<file path="config.mk">
export PLATFORM = sky130hd
export DESIGN_NAME = adder_bist
export DESIGN_NICKNAME = d
export VERILOG_FILES = /design/src/rtl/adder_bist.sv
export SDC_FILE = /design/constraint.sdc
export NUM_CORES = 1
export LEC_CHECK = 0
export CORE_UTILIZATION = 56
export DETAILED_ROUTE_END_ITERATION = 10
export HOLD_SLACK_MARGIN = 0.05
export PLACE_DENSITY = 0.85
export SETUP_SLACK_MARGIN = 0.05
export SLEW_MARGIN = 20
export SYNTH_ARGS = -nofsm -noshare
export SYNTH_HDL_FRONTEND = slang
export SYNTH_SLANG_ARGS = --single-unit
</file>
<file path="constraint.sdc">
create_clock -name CLK -period 4.5 [get_ports CLK]
set_clock_uncertainty 0.2 [all_clocks]
set_input_delay 0.45 -clock CLK [delete_from_list [all_inputs] [get_ports CLK]]
set_output_delay 0.45 -clock CLK [all_outputs]
set_load 0.005 [all_outputs]
</file>
<file path="src/rtl/adder_bist.sv">
// adder_bist: LFSR-driven built-in self test for an external 16-bit adder.
// Ports: CLK, reset (sync, active-low), start;
//        in_a/in_b/cin drive the adder under test, s/cout are sampled back;
//        busy, done, pass, pass_count, fail_count report the run;
//        first_fail_a/b/cin/s capture the first mismatching vector.
// Build option: define ADDER_BIST_COUT_CHECK_EN to include cout in the comparison.
module adder_bist #(
    parameter int unsigned NUM_TESTS     = 16,
    parameter int unsigned SETTLE_CYCLES = 4,
    parameter logic [31:0] SEED          = 32'hACE1_2019
) (
    input  logic        CLK,
    input  logic        reset,
    input  logic        start,
    output logic [15:0] in_a,
    output logic [15:0] in_b,
    output logic        cin,
    input  logic [15:0] s,
    input  logic        cout,
    output logic        busy,
    output logic        done,
    output logic        pass,
    output logic [7:0]  pass_count,
    output logic [7:0]  fail_count,
    output logic [15:0] first_fail_a,
    output logic [15:0] first_fail_b,
    output logic        first_fail_cin,
    output logic [15:0] first_fail_s
);
    // An all-zero seed would lock the LFSR, so it is replaced by 1.
    localparam logic [31:0] SEED_INIT   = (SEED == 32'h0) ? 32'h1 : SEED;
    localparam logic [31:0] MASK        = 32'h8020_0003;
    localparam logic [7:0]  LAST        = 8'(NUM_TESTS - 1);
    localparam logic [3:0]  SETTLE_LAST = 4'(SETTLE_CYCLES - 1);
    typedef enum logic [2:0] {IDLE, LOAD, SETTLE, CHECK, DONE} state_t;
    state_t      state;
    logic [31:0] lfsr;
    logic [31:0] lfsr_next;
    logic [16:0] expected;
    logic [7:0]  index;
    logic [3:0]  settle_cnt;
    logic        match;
    always_comb lfsr_next = lfsr[0] ? ((lfsr >> 1) ^ MASK) : (lfsr >> 1);
`ifdef ADDER_BIST_COUT_CHECK_EN
    assign match = ({cout, s} == expected);
`else
    logic unused_cout;
    assign unused_cout = cout;
    assign match = (s == expected[15:0]);
`endif
    always_ff @(posedge CLK) begin
        if (!reset) begin
            state          <= IDLE;
            lfsr           <= SEED_INIT;
            in_a           <= '0;
            in_b           <= '0;
            cin            <= 1'b0;
            expected       <= '0;
            index          <= '0;
            settle_cnt     <= '0;
            busy           <= 1'b0;
            done           <= 1'b0;
            pass           <= 1'b0;
            pass_count     <= '0;
            fail_count     <= '0;
            first_fail_a   <= '0;
            first_fail_b   <= '0;
            first_fail_cin <= 1'b0;
            first_fail_s   <= '0;
        end else begin
            case (state)
                IDLE, DONE: if (start) begin
                    state          <= LOAD;
                    busy           <= 1'b1;
                    done           <= 1'b0;
                    pass           <= 1'b0;
                    index          <= '0;
                    pass_count     <= '0;
                    fail_count     <= '0;
                    first_fail_a   <= '0;
                    first_fail_b   <= '0;
                    first_fail_cin <= 1'b0;
                    first_fail_s   <= '0;
                end
                LOAD: begin
                    lfsr       <= lfsr_next;
                    in_a       <= lfsr_next[15:0];
                    in_b       <= {1'b0, lfsr_next[30:16]};
                    cin        <= lfsr_next[31];
                    expected   <= {1'b0, lfsr_next[15:0]} + {2'b0, lfsr_next[30:16]} + {16'b0, lfsr_next[31]};
                    settle_cnt <= '0;
                    state      <= SETTLE;
                end
                SETTLE: begin
                    if (settle_cnt == SETTLE_LAST) state <= CHECK;
                    else settle_cnt <= settle_cnt + 4'd1;
                end
                CHECK: begin
                    if (match) begin
                        pass_count <= pass_count + {7'b0, pass_count != 8'hFF};
                    end else begin
                        fail_count <= fail_count + {7'b0, fail_count != 8'hFF};
                        // A zero tally means this is the first mismatch of the run.
                        if (fail_count == 8'd0) begin
                            first_fail_a   <= in_a;
                            first_fail_b   <= in_b;
                            first_fail_cin <= cin;
                            first_fail_s   <= s;
                        end
                    end
                    if (index == LAST) begin
                        state <= DONE;
                        busy  <= 1'b0;
                        done  <= 1'b1;
                        pass  <= match && (fail_count == 8'd0);
                    end else begin
                        index <= index + 8'd1;
                        state <= LOAD;
                    end
                end
                default: state <= IDLE;
            endcase
        end
    end
endmodule

</file>
==> metrics.txt <==
# TYPE chip_impl_metric gauge
chip_impl_metric{name="power.static_leakage",unit="uW"} 0.00298
chip_impl_metric{name="grt_pass1_wl",unit="um"} 24300
chip_impl_metric{name="grt_pass1_vias",unit=""} 5018
chip_impl_metric{name="drt_pre_antenna_iters",unit=""} 5
chip_impl_metric{name="groute.layer.met2.usage",unit="%"} 41.5
chip_impl_metric{name="final_period_minus_worst_setup_slack",unit="ps"} 2740
chip_impl_metric{name="p_int",unit="uW"} 2650
chip_impl_metric{name="drt-total-wl",unit="um"} 15000
chip_impl_metric{name="synth.yosys.warnings",unit=""} 0
chip_impl_metric{name="pre_cts_slack",unit="ps"} 1180
chip_impl_metric{name="p_sw",unit="uW"} 1240
chip_impl_metric{name="route.detailed.wl_per_inst",unit="um"} 16.2
chip_impl_metric{name="p_per_cell_area",unit="nW/um^2"} 494
chip_impl_metric{name="dpl-instance-area",unit="um^2"} 7260
chip_impl_metric{name="insertedDiodeCount",unit=""} 0
chip_impl_info{name="critical_path.endpoint",value="expected[12]$_SDFFE_PN0P_"} 1
chip_impl_metric{name="seq_power_share",unit="%"} 39.8
chip_impl_metric{name="async_reset_ff_share",unit="%"} 0
chip_impl_metric{name="power.switching_fraction",unit="%"} 31.9
chip_impl_metric{name="cts_resized",unit=""} 0
chip_impl_info{name="cts_root_buffer",value="clkbuf_8"} 1
chip_impl_metric{name="postLayoutCellArea",unit="um^2"} 7860
chip_impl_info{name="postSynth.topFlopCell",value="dfxtp_1"} 1
chip_impl_metric{name="comb_power_share",unit="%"} 25.3
chip_impl_metric{name="final_hold_viol_count",unit=""} 0
chip_impl_metric{name="fin_tns_setup",unit="ps"} 0
chip_impl_info{name="critical_path.reg2reg.startpoint",value="in_a[1]$_SDFFE_PN0P_"} 1
chip_impl_metric{name="period_share",unit="%"} 61.0
chip_impl_info{name="netlist_top_cells_count",value="142 x dfxtp_1, 109 x nand2_1, 51 x a21oi_1"} 1
chip_impl_metric{name="yosys_register_bits",unit=""} 142
chip_impl_metric{name="synth.lib_cells_used.distinct",unit=""} 54
chip_impl_metric{name="fmaxAchievable",unit="GHz"} 0.364
chip_impl_info{name="post_synth_main_area_contributors",value="dfxtp_1 46%, a22o_1 6.8%, nand2_1 6.6%, ha_1 4.2%, xor2_1 4.2%"} 1
chip_impl_metric{name="synth-seq-area-share",unit="%"} 45.9
chip_impl_metric{name="ff2ff_path_depth",unit=""} 8
chip_impl_metric{name="initial_core_util",unit="%"} 57.3
chip_impl_metric{name="detail_route.drc_violations",unit=""} 0
chip_impl_metric{name="grtUsageTotal",unit="%"} 26.8
chip_impl_info{name="yosysMostFrequentCell",value="dfxtp_1"} 1
chip_impl_metric{name="synth.avg_cell_area",unit="um^2"} 8.95
chip_impl_info{name="grt_setup_unrepaired",value="false"} 1
chip_impl_metric{name="area_growth_syn_to_fin",unit="%"} 27.0
chip_impl_metric{name="synth_edf_count",unit=""} 0
chip_impl_info{name="hold_path.class",value="reg2reg"} 1
chip_impl_metric{name="viasPerCell",unit=""} 5.73
chip_impl_metric{name="antenna_violating_nets_post_route",unit=""} 0
chip_impl_metric{name="cts_htree_levels",unit=""} 4
chip_impl_metric{name="finalSetupViolCount",unit=""} 0
chip_impl_info{name="critical-path-slowest-cell",value="dfxtp_1"} 1
chip_impl_metric{name="overall_die_area",unit="um^2"} 11500
chip_impl_metric{name="grtUsageMet1",unit="%"} 36.1
chip_impl_info{name="worst_path_cell_trace",value="mux2_2, fa_1, a21oi_1, o211ai_1, a41o_1, a31oi_1, xor2_1, o21ai_0"} 1
chip_impl_metric{name="cap_violations",unit=""} 0
chip_impl_info{name="run_status",value="completed"} 1
chip_impl_metric{name="timing.slew.headroom",unit="%"} 55.8
chip_impl_metric{name="largest_net_degree_at_the_start_of_global_routing",unit=""} 51
chip_impl_metric{name="grt.met3_usage",unit="%"} 5.05
chip_impl_metric{name="timing.critical_path.required",unit="ps"} 4690
chip_impl_metric{name="placementRows",unit=""} 38
chip_impl_metric{name="grt_antenna_before_repair",unit=""} 0
chip_impl_metric{name="dp_cells",unit=""} 893
chip_impl_metric{name="setup_ws",unit="ps"} 1760
chip_impl_metric{name="timing.reg2reg.setup_slack",unit="ps"} 1760
chip_impl_metric{name="via_count",unit=""} 5299
chip_impl_metric{name="clock_tree.buffer_depth",unit=""} 2
chip_impl_metric{name="crit_arrival",unit="ps"} 2940
chip_impl_metric{name="place_congestion",unit=""} 0.870
chip_impl_metric{name="cts_num_sinks",unit=""} 142
chip_impl_metric{name="delay_of_the_slowest_critical_path_stage",unit="ps"} 480
chip_impl_metric{name="vdd_ir_drop_max",unit="V"} 0.000341
chip_impl_info{name="timing.critical_path.to_type",value="flip-flop"} 1
chip_impl_info{name="crit_path_start",value="in_a[1]$_SDFFE_PN0P_"} 1
chip_impl_info{name="rr_endpoint",value="expected[12]$_SDFFE_PN0P_"} 1
chip_impl_metric{name="synth_top_cell_area_share",unit="%"} 45.9
chip_impl_metric{name="clk_latency",unit="ps"} 530
chip_impl_metric{name="die_h",unit="um"} 107
chip_impl_metric{name="finish.cell_count_without_fillers",unit=""} 925
chip_impl_info{name="critPathLaunchType",value="flip-flop"} 1
chip_impl_metric{name="core-area",unit="um^2"} 10800
chip_impl_info{name="cts_tree",value="done"} 1
chip_impl_metric{name="post_route_cells_drive_above_1_share",unit="%"} 6.50
chip_impl_info{name="synth_largest_area_cell",value="dfxtp_1"} 1
chip_impl_metric{name="tightest_pin_transition",unit="ps"} 662
chip_impl_metric{name="timing.final.max_slew_violations",unit=""} 0
chip_impl_info{name="critical_path_class",value="reg2reg"} 1
chip_impl_metric{name="number_of_clock_buffers_inserted_by_tritoncts",unit=""} 17
chip_impl_metric{name="global_route_congestion_overflow_total",unit=""} 0
chip_impl_metric{name="synth_area",unit="um^2"} 6190
chip_impl_metric{name="nets",unit=""} 815
chip_impl_info{name="grt.busiest_layer",value="met2"} 1
chip_impl_metric{name="instance_count_of_the_mapped_netlist",unit=""} 691
chip_impl_metric{name="floorplan.die.width",unit="um"} 107
chip_impl_metric{name="cts.reportedPaths.clkPinSlew",unit="ps"} 60
chip_impl_metric{name="port_buffers",unit=""} 117
chip_impl_metric{name="p_clk_share",unit="%"} 34.8
chip_impl_metric{name="hold_buffers",unit=""} 0
chip_impl_metric{name="post-cts-setup-buffers",unit=""} 0
chip_impl_metric{name="detailedPlacementHpwl",unit="um"} 9820
chip_impl_metric{name="critical_path.max_fanout",unit=""} 8
chip_impl_metric{name="design.portCount",unit=""} 121
chip_impl_metric{name="drt_first_iter_violations",unit=""} 376
-- logic make-up (layout without fill, tap and decap cells) --
kind of cell	Yosys count	in the layout	share of synthesized area [%]
other	1	2	0.0606
flip-flops	142	142	45.9
multiplexers	6	6	0.991
AO/OA/AOI/OAI	155	155	17.1
adder cells (fa/ha/maj)	22	22	4.57
AND/OR/NAND/NOR	250	250	18.7
XOR/XNOR	48	48	6.79
buffers and inverters	67	160	5.80
-- area by class of cell --
| cell class | count | area (um^2) |
|---|---|---|
| Timing Repair Buffer | 124 | 1240 |
| Multi-Input combinational cell | 483 | 3000 |
| Inverter | 5 | 18.8 |
| Clock buffer | 21 | 459 |
| Sequential cell | 142 | 2840 |
| Clock inverter | 10 | 114 |
| Tap cell | 140 | 175 |
| Fill cell | 777 | 2940 |
-- stage by stage --
stage | total power [uW] | hold slack (ps) | utilization [%]
3_5_place_dp | 2520 | 249 | 67.2
5_1_grt | 4070 | 278 | 72.8
3_3_place_gp | 2480 | 246 | 67.2
4_1_cts | 3880 | 257 | 72.5
6_report | 3880 | 258 | 72.8
2_1_floorplan | 2250 | 244 | -
-- placed cells by master, fill, tap and decap left out, types with 4 or more instances in the layout --
cell,synthesis,layout
a21o_1,5,5
a21oi_1,51,51
a22o_1,48,48
and2_1,5,4
buf_4,22,6
clkbuf_16,0,16
clkbuf_8,0,4
clkdlybuf4s50_1,0,117
clkinvlp_4,0,4
dfxtp_1,142,142
ha_1,21,21
inv_1,5,5
mux2i_1,5,5
nand2_1,109,109
nand2b_1,6,6
nand3_1,28,28
nand4_1,9,9
nor2_1,50,49
nor3_1,8,8
nor4_1,12,12
o211ai_1,6,6
o21a_1,5,5
o21ai_0,20,20
or2_2,4,4
xnor2_1,18,18
xor2_1,30,30
-- worst max-delay path, delay by kind of cell, from the launching register on --
family | cells | cell delay (ps)
flops | 1 | 480
mux | 1 | 410
xor+xnor | 1 | 190
compound gates | 5 | 890
fa+ha+maj | 1 | 440
-- power by group through the flow --
stage	registers (uW)	clock network [uW]	logic, uW
6_report	1550	1350	984
5_1_grt	1570	1430	1080
4_1_cts	1540	1360	976
3_5_place_dp	1570	0	954
3_3_place_gp	1560	0	923
2_1_floorplan	1510	0	736
-- per-layer routing --
layer	routed length [um]	vias up	part of all wire, %
li1	-	2556	-
met2	6880	212	46
met5	0	-	0
met3	957	31	6.4
met4	320	0	2.1
met1	6850	2500	46
-- worst min path at each step --
stage                              from                       end  slack [ps]  cells after the start
6_report              done$_SDFFE_PN0P_         done$_SDFFE_PN0P_         260                      2
5_1_grt               done$_SDFFE_PN0P_         done$_SDFFE_PN0P_         280                      2
4_1_cts               done$_SDFFE_PN0P_         done$_SDFFE_PN0P_         260                      2
3_5_place_dp          done$_SDFFE_PN0P_         done$_SDFFE_PN0P_         250                      2
3_3_place_gp          busy$_SDFFE_PN0P_         busy$_SDFFE_PN0P_         250                      2
2_1_floorplan  expected[3]$_SDFFE_PN0P_  expected[3]$_SDFFE_PN0P_         240                      2
-- flip-flops by register name (all words and copies together) (netlist names), 3 cells and up --
name / flops
index: 8
in_b: 7
fail_count: 8
first_fail_a: 16
first_fail_b: 15
state: 3
lfsr: 21
expected: 16
pass_count: 8
in_a: 15
settle_cnt: 4
first_fail_s: 16
Power figures use the tool's default switching activity.
==> variant: new RTL, config.mk and constraints unchanged <==
Add a define of `ADDER_BIST_COUT_CHECK_EN`.
--- a/src/rtl/adder_bist.sv
+++ b/src/rtl/adder_bist.sv
@@ -6,2 +6,4 @@
 // Build option: define ADDER_BIST_COUT_CHECK_EN to include cout in the comparison.
+`define ADDER_BIST_COUT_CHECK_EN
+
 module adder_bist #(
Function: changed (Yosys sat finds a counterexample within 10 cycles, from zero or initial values and one cycle with reset low).
==> variant against the unedited design <==
Power increased by 0.57%; highest routed layer unchanged; design area increased by 3.3%; critical endpoint is now expected[14]$_SDFFE_PN0P_; routed wire length increased by 11%; largest power group is now the clock network; synthesized area increased by 3.5%; setup slack got worse by 360 ps; sequential cell count increased by 1; count of clock-buffer cells in the layout unchanged.
==> variant: results <==
group,metric,value,unit
status,status,"finished, final reports clean",
sta,relSlewSlack,25.2,%
critical_path,critPathArrivalTime,3280,ps
clock_network,cts_buffers,17,
synthesis,ys_types,68,
route,drtIter0Drc,417,
route,drc,0,
clock_network,cts_max_level,4,
global_routing,grt_use_total,29.1,%
cells_and_area,num-nets-final,842,
placed_design,hpwl,11100,um
global_routing,antenna_found_initial,0,
global_routing,grt_pass1_vias,5390,
clock_network,cts_max_path_buffers,2,
cells_and_area,layout-drive-gt1-share,7.13,%
global_routing,grt_max_degree,59,
clock_network,insertion_delay,430,ps
synthesis,yosysWarnings,0,
cells_and_area,top_regs,"lfsr (21), expected (17)",
clock_network,cts.clk_slew.worst_paths,60,ps
synthesis,synth_commonest_cells,"dfxtp_1, nand2_1, a21oi_1",
synthesis,synth_seq_area_share,44.7,%
route,first_pass_iters,7,
placed_design,place_area,0.00746,sq mm
cells_and_area,fill_cells,780,
synthesis,synth-edff-count,0,
clock_network,cts-resized-gates,0,
clock_network,cts_root_buf,"clkbuf_16",
synthesis,async_flop_share,0,%
cells_and_area,n_antenna_cell,0,
route,drt-total-wl,16600,um
placed_design,io_buffer_count,118,
critical_path,cp_max_fo,7,
power_and_ir_drop,ir_worst_vdd,0.370,mV
global_routing,grt_pass1_wl,26400,um
power_and_ir_drop,p_leak,3.02,nW
placed_design,gp_congestion,0.861,
route,vias,5694,
worst_hold_path,hold_path.class,"register to register",
clock_network,cts_setup_buffers,0,
synthesis,synthTopCellsByArea,"dfxtp_1, a22o_1, nand2_1, a21oi_1, ha_1",
-- variant: path summary, 6_finish.rpt --
kind / start / slack, ps / to / depth (start not counted)
setup / recovery: lfsr[0]$_SDFFE_PN1P_ / 1390 / expected[14]$_SDFFE_PN0P_ / 8
hold / removal: expected[8]$_SDFFE_PN0P_ / 270 / expected[8]$_SDFFE_PN0P_ / 2
hold reg to reg: expected[8]$_SDFFE_PN0P_ / 270 / expected[8]$_SDFFE_PN0P_ / 2
setup reg to reg: lfsr[0]$_SDFFE_PN1P_ / 1390 / expected[14]$_SDFFE_PN0P_ / 8
-- variant: cells by family (layout without fill, tap and decap cells) --
kind of cell,after synthesis,after routing,share of synthesized area [%]
AND/OR/NAND/NOR,269,269,20.3
AO/OA/AOI/OAI,178,178,19.3
flip-flops,143,143,44.7
buffers and inverters,74,163,6.16
XOR/XNOR,31,31,4.24
adder cells (fa/ha/maj),21,21,4.22
multiplexers,6,6,1.02
other,1,2,0.0586
-- variant: metrics by stage --
stage               worst slack [ps]  hold WS (ps)  util [%]  cells
floorplan                       1920           244         -    724
global placement                1440           256      68.0    922
detailed placement              1350           265      68.0    922
CTS                             1450           274      73.8    953
global route                    1120           297      73.9    953
finish                          1390           275      73.9    953
-- variant: layer usage --
| layer | track usage (%) | wire length [um] | vias up |
|---|---|---|---|
| li1 | - | - | 2713 |
| met1 | 36.3 | 7160 | 2750 |
| met2 | 47.2 | 8070 | 199 |
| met3 | 7.35 | 1060 | 32 |
| met4 | 13.0 | 356 | 0 |
| met5 | 0 | 0 | - |
-- variant: critical path, cell delays in order, from the launching register on --
cell	delay, ps
dfxtp_1	560
xnor2_1	220
fa_1	440
nand2b_1	210
a211oi_1	390
o41ai_1	230
o31a_1	320
or4_1	400
nand3_1	70
-- variant: power breakdown --
| group | switching, mW | internal (mW) |
|---|---|---|
| Combinational | 0.502 | 0.352 |
| Sequential | 0.128 | 1.38 |
| Clock | 0.536 | 1.01 |
-- variant: final cells by class --
class | instances | area share, %
inverter | 8 | 0.370
timing repair buffer | 124 | 15.1
tap | 140 | 2.16
multi-input combinational | 507 | 39.1
sequential | 143 | 35.3
clock inverter | 10 | 2.28
clock buffer | 21 | 5.67
